File: src/rtl/dds_status_tx.sv
// Status reporter: on req, snapshots the DDS tuning word/enable and sends a 7-byte
// frame (sync, m[31:0] MSB first, en, XOR checksum) through a byte-wide UART handshake.
module dds_status_tx #(
  parameter logic [7:0] SYNC_BYTE     = 8'hA5,
  parameter int         START_TIMEOUT = 16
) (
  input  logic        clk,
  input  logic        rst_n,
  input  logic        req,
  input  logic [31:0] m,
  input  logic        en,
  input  logic        is_transmitting,
  output logic        transmit,
  output logic [7:0]  tx_byte,
  output logic        busy,
  output logic        done,
  output logic        error
);

  localparam int CW = $clog2(START_TIMEOUT + 1);

  typedef enum logic [2:0] {IDLE, SEND, WAIT_HI, WAIT_LO, DONE, ABORT} state_t;

  typedef struct packed {
    logic [31:0] m;
    logic        en;
  } snap_t;

  state_t        state, state_nxt;
  snap_t         snap;
  logic [2:0]    idx, idx_nxt;
  logic [CW-1:0] cnt, cnt_nxt;
  logic          load, strobe;
  logic [7:0]    cur_byte, csum;

  // Checksum covers everything after the sync byte.
  assign csum = snap.m[31:24] ^ snap.m[23:16] ^ snap.m[15:8] ^ snap.m[7:0] ^ {7'b0, snap.en};

  always_comb begin
    cur_byte = SYNC_BYTE;
    case (idx)
      3'd0:    cur_byte = SYNC_BYTE;
      3'd1:    cur_byte = snap.m[31:24];
      3'd2:    cur_byte = snap.m[23:16];
      3'd3:    cur_byte = snap.m[15:8];
      3'd4:    cur_byte = snap.m[7:0];
      3'd5:    cur_byte = {7'b0, snap.en};
      default: cur_byte = csum;
    endcase
  end

  // State register; transmit/tx_byte are registered so they appear the cycle after SEND.
  always_ff @(posedge clk or negedge rst_n) begin
    if (!rst_n) begin
      state    <= IDLE;
      idx      <= '0;
      cnt      <= '0;
      snap     <= '0;
      transmit <= 1'b0;
      tx_byte  <= 8'h00;
    end else begin
      state    <= state_nxt;
      idx      <= idx_nxt;
      cnt      <= cnt_nxt;
      transmit <= strobe;
      if (load)   snap    <= '{m: m, en: en};
      if (strobe) tx_byte <= cur_byte;
    end
  end

  always_comb begin
    state_nxt = state;
    idx_nxt   = idx;
    cnt_nxt   = cnt;
    load      = 1'b0;
    strobe    = 1'b0;
    case (state)
      IDLE: if (req) begin
        load      = 1'b1;
        idx_nxt   = '0;
        state_nxt = SEND;
      end
      // Never strobe into a UART that is still busy.
      SEND: if (!is_transmitting) begin
        strobe    = 1'b1;
        cnt_nxt   = '0;
        state_nxt = WAIT_HI;
      end
      WAIT_HI: begin
        if (is_transmitting) begin
          state_nxt = WAIT_LO;
        end else begin
          if (cnt != CW'(START_TIMEOUT)) cnt_nxt = cnt + CW'(1);
          if (cnt >= CW'(START_TIMEOUT - 1)) state_nxt = ABORT;
        end
      end
      WAIT_LO: if (!is_transmitting) begin
        if (idx == 3'd6) begin
          state_nxt = DONE;
        end else begin
          idx_nxt   = idx + 3'd1;
          state_nxt = SEND;
        end
      end
      DONE:    state_nxt = IDLE;
      ABORT:   state_nxt = IDLE;
      default: state_nxt = IDLE;
    endcase
  end

  always_comb begin
    busy  = (state == SEND) || (state == WAIT_HI) || (state == WAIT_LO);
    done  = (state == DONE);
    error = (state == ABORT);
  end

endmodule

File: config.mk
export PLATFORM = sky130hd
export DESIGN_NAME = dds_status_tx
export DESIGN_NICKNAME = d
export VERILOG_FILES = /design/src/rtl/dds_status_tx.sv
export SDC_FILE = /design/constraint.sdc
export NUM_CORES = 1
export LEC_CHECK = 0
export ABC_AREA = 0
export BUFFER_PORTS_ARGS = -buffer_cell sky130_fd_sc_hd__buf_2
export CAP_MARGIN = 10
export CORE_MARGIN = 5
export CORE_UTILIZATION = 40
export DETAILED_ROUTE_END_ITERATION = 6
export PLACE_DENSITY = 0.6
export RECOVER_POWER = 50
export SETUP_SLACK_MARGIN = 0.3
export SLEW_MARGIN = 20
export SYNTH_ARGS = -nofsm -noshare
export SYNTH_HDL_FRONTEND = slang
export SYNTH_SLANG_ARGS = --single-unit
File: constraint.sdc
create_clock -name clk -period 2.8 [get_ports clk]
set_clock_uncertainty 0.2 [all_clocks]
set_input_delay 0.14 -clock clk [delete_from_list [all_inputs] [get_ports clk]]
set_output_delay 0.14 -clock clk [all_outputs]
set_load 0.02 [all_outputs]
* Word level (Yosys, flattened, before mapping)
Index checks and enable logic that the tools add are counted. Widths: inputs -> output; s select.
Word-level totals: flip-flop bits (word level) 53, bits of input ports 37, output and inout port bits 12, word-level logic and storage cells 62
Cells by class: $add $sub $neg 2, $lt $le $gt $ge 1, equal/unequal tests 19, mux-type cells 20, bitwise gates (word level) 4, reduce and logical (&&, ||, !) cells 9
Operators by type and width (count):
- $pmux 8 s6 | 1
- $mux 3 | 9
- $xor 8x8->8 | 3
- $eq 3x3->1 const B | 5
- $mux 5 | 3
- $eq 3x2->1 const B | 4
- $ne 2x2->1 const B | 6
- $pmux 3 s4 | 1
- $reduce_and 4->1 | 3
- $pmux 5 s2 | 1
- $xor 8x1->8 | 1
- $eq 3x1->1 const B | 2
- $logic_not 3->1 | 2
- $pmux 3 s2 | 1
- $add 5x1->5 const B | 1
- $ge 5x4->1 const B | 1
- $ne 5x5->1 const B | 1
- $mux 1 | 4
- $reduce_bool 2->1 | 2
- $add 3x1->3 const B | 1
- $ne 3x3->1 const B | 1
- $logic_or 1x1->1 | 2

* Logic depth before layout (Yosys ltp)
depth after elaboration 5, mapped depth 8, mapped depth without buffers 6

* Worst setup path before layout
Ideal clock, no wire load.
path kind register to register, start point reg idx[2], end point reg tx_byte[5], setup time 0.126 ns, data arrival time 1.992 ns, data required time 2.474 ns, path slack 0.482 ns, cell stages (with the launch flop) 9, path buffers 3, period minus slack after synthesis 2.318 ns, path through dfrtp_1 > clkbuf_1 > inv_1 > ha_1 > buf_2 > or4_1 > clkbuf_1 > o21ai_0 > o21ai_1
Between the ends: longest elaborated chain between the ends 2, elaborated cells between the ends (all ways) 7, those cells by class eq/ne: 5; mux: 1; reduce/logical: 1
RTL lines:
- from (decl) | line 31 | logic [2:0] idx, idx_nxt;
- from (signal assigned) | line 63 | idx <= idx_nxt;
- $eq 3x3->1 (tied with other cells) | line 41 | case (idx)
- $pmux 8 s6 (*) | line 41
- to (signal assigned) | line 67 | if (strobe) tx_byte <= cur_byte;
- to (decl) | line 14 | output logic [7:0] tx_byte,
Mark *: on every way between the ends. The rest lies on a longest branch, timed or not. A chain may end at the register's enable or synchronous reset.

* Final worst setup path
start point reg idx[0], end point reg tx_byte[5]
The elaborated chain is that of the path after synthesis.

==> summary.txt <==
Critical path
  – CP Capture Type: flop
  – Slowest cell on crit path: or4_1
  – Top delay family on crit path: simple AND/OR/NAND/NOR gates
  – Critical path class: reg2reg
  – WP data required: 2.80 ns
  – Worst path bufs/invs: 0
  – Crit path largest cell delay: 0.71 ns
  – Most repeated library cell on the critical path: ha_1
  – CP startpoint kind: flop
  – Crit Path Max Fanout: 10
  – Cell Chain, Critical Path: ha_1 -> ha_1 -> or4_1 -> o21ai_0 -> o21ai_1
  – WP data arrival: approximately 2.3 ns

GRT
  – Gr ovfl total: 0
  – Initial antenna violation count: 0
  – First-pass GRT wire length: between 10000 and 15000 microns
  – Vias in the first global route: 2113
  – Global Route Usage Sum: 14.62%
  – Largest net degree at the start of global routing: 34

STA
  – Fmax achieved: 439.4 MHz
  – WHS: 0.08857 ns
  – Hold Vio Cnt, Final: 0
  – Worst Tran Pin Value: 1.511 ns
  – Period minus WS final: 2.276 ns
  – Final TNS setup: 0 ns
  – Setup violators final: 0
  – Slew margin rel.: -0.7619%
  – RSZ-0062 raised after global routing: no
  – Period utilization: 81.27%
  – Fin. max-slew vios: 30

Drt
  – Routed len/inst: 13.74 microns
  – TritonRoute pass-1 iters: 5
  – Routed WL: 5879 microns
  – Initial drt markers: 82
  – DR DRC count: 0
  – DR vias/cell: around 5
  – Vias: 2142
  – Post-route antenna net violation count: 0

Power and ir drop
  – Sw frac: approximately two fifths
  – Clk pwr share: 12.0%
  – Internal: 2.205 mW
  – Comb power frac: 46.5%
  – Pwr dens: 1016 nW/um^2
  – Leakage: approximately 1.6 nW
  – Worst vdd ir: 0.4554 mV
  – Power, Total: 3.623 mW
  – Switching pwr: 1.418 mW
  – Sequential Power Share: 41.5%

Synth
  – Leading area contributor after synthesis: dfrtp_1
  – Number of synthesized flops with an enable pin: 0
  – Ys async rst share: 100.0%
  – Synth warn: 0
  – Synth Instances: 248
  – Top post-synthesis cells by area: dfrtp_1, mux2_2, xnor2_1, ha_1, o21ai_0
  – Yosys top cell area share: 47.22%
  – Syn nets: 293
  – Syn avg cell area: around 11 sq um
  – Post-Syn Area: 2809 sq um
  – Sequential fraction of the synthesis area: 47.22%
  – Yosys cell types: 44
  – Yosys reg bits: 53
  – Synth Flop Type: dfrtp_1

Cells and area
  – Layout area overhead: 26.99%
  – Ant diodes: 0
  – Commonest non-fill, non-tap cell in the layout: dfrtp_1
  – Fillers: 643
  – Fraction of layout cells with a size suffix above 1: 28.01%
  – Fin nets: roughly 380
  – Commonest cells after routing, fill and taps aside: dfrtp_1, buf_2, dlygate4sd3_1, mux2_2, nand2_1
  – Final instance area: between 3000 and 4000 sq um

CTS
  – Post CTS Setup Buffer Count: 0
  – H-Tree Level Count: 2
  – CTS clk-pin slew, worst paths: 0.10 ns
  – Sink Count: 53
  – Clk root buf: clkbuf_8
  – Worst-Skew Late Latency: 0.30 ns
  – Clock buffer depth: 2
  – Cts bufs inserted: 5
  – CTS tree: done

Place
  – I/O Buffers: 48
  – Placer Congestion: 0.7656
  – Placed Area: 3143 sq um
  – Hpwl dp: roughly 4200 microns

Outcome
  – Status: finished, violations left
  – Failing checks: max-capacitance violations, max-slew violations

Floorplanning
  – DIE WIDTH: 93.80 microns
  – Top-Level Pins: 49
  – Die Ht: 93.80 microns
  – Core area: 6832 sq um
  – Effective utilization at floorplan: between 40 and 50%
  – Row cnt: 30
  – DIE AREA: 8798 sq um

Job
  – Max cap viols: 1

Min path
  – Worst hold path type: in2reg
==> path summary, 6_finish.rpt <==
path | start | end | slack [ns] | cells past startpoint
max | idx[0] | tx_byte[5] | 0.52 | 5
min | req | state[0] | 0.09 | 4
max reg2reg | idx[0] | tx_byte[5] | 0.52 | 5
min reg2reg | tx_byte[7] | tx_byte[7] | 0.30 | 2
max in group asynchronous | rst_n | snap[20] | 0.87 | 3
min in group asynchronous | rst_n | snap[31] | 0.54 | 3
==> flip-flops by register name, summed over array words and instances, names as in the netlist <==
register  cells
tx_byte       8
cnt           5
transmit      1
state         3
idx           3
snap         33
==> layout make-up <==
cell class	instances	area, sq um	area share [%]
Timing Repair Buffer	88	611.8	17.15
Clock inverter	3	21.27	0.5963
Tap cell	96	120.1	3.367
Inverter	11	41.29	1.157
Multi-Input combinational cell	172	1378	38.62
Sequential cell	53	1326	37.18
Clock buffer	5	68.82	1.929
==> worst min-delay path: cells and delay by family <==
kind	cells	cell delay, ns
AOI/OAI and AO/OA	3	0.29
buffers and inverters	1	0.11
==> synth_stat cells, types with 2 or more instances <==
cell type / instances
dfrtp_1: 53
mux2_2: 32
nand2_1: 17
o21ai_0: 16
xnor2_1: 14
a21oi_1: 11
inv_1: 11
xor2_1: 9
ha_1: 8
nor2_1: 7
a211oi_1: 6
a221oi_1: 5
clkbuf_1: 5
and3_1: 4
buf_4: 4
o21ai_1: 4
a22o_1: 3
a22oi_1: 3
a31oi_1: 3
buf_2: 3
nand2b_1: 3
nand3_1: 3
mux2_1: 2
o41ai_1: 2
==> metal layers <==
| metal | track usage, % | up-vias | wire, microns |
|---|---|---|---|
| li1 | - | 1055 | - |
| met1 | 20.84 | 1029 | 2914 |
| met2 | 23.06 | 52 | 2683 |
| met4 | 2.888 | 0 | 48 |
| met5 | 0 | - | 0 |
| met3 | 2.965 | 6 | 233 |
==> cells by family after synthesis <==
| group | after synthesis | share of synthesized area, % |
|---|---|---|
| buffers and inverters | 23 | 3.742 |
| and+or+nand+nor | 48 | 10.20 |
| muxes | 34 | 13.63 |
| adders and majority gates | 8 | 3.564 |
| AOI/OAI and AO/OA | 58 | 13.67 |
| DFF | 53 | 47.22 |
| xor gates and xnor gates | 24 | 7.973 |
==> power by group through the flow <==
stage / registers [mW] / logic, mW / clock network (mW)
5_1_grt: 1.57 / 1.88 / 0.493
3_5_place_dp: 1.53 / 1.67 / 0
6_report: 1.50 / 1.68 / 0.436
4_1_cts: 1.51 / 1.71 / 0.457
3_3_place_gp: 1.52 / 1.64 / 0
2_1_floorplan: 1.43 / 1.36 / 0
==> repair_timing <==
item | CTS | global route
setup endpoints to repair | 0 | 0
resized for setup | 0 | 0
hold buffers | 35 | 0
endpoints found under the hold margin | 88 | 0
==> per-stage QoR <==
step	utilization (%)	cells	worst slack, ns
after global routing	52.22	428	0.3729
after global placement	46.01	385	0.5805
final	52.22	428	0.5244
after floorplan	-	248	0.4822
after detailed placement	46.01	385	0.5434
after CTS	52.45	428	0.5315
Note: power is estimated with default switching activity, not from simulation.
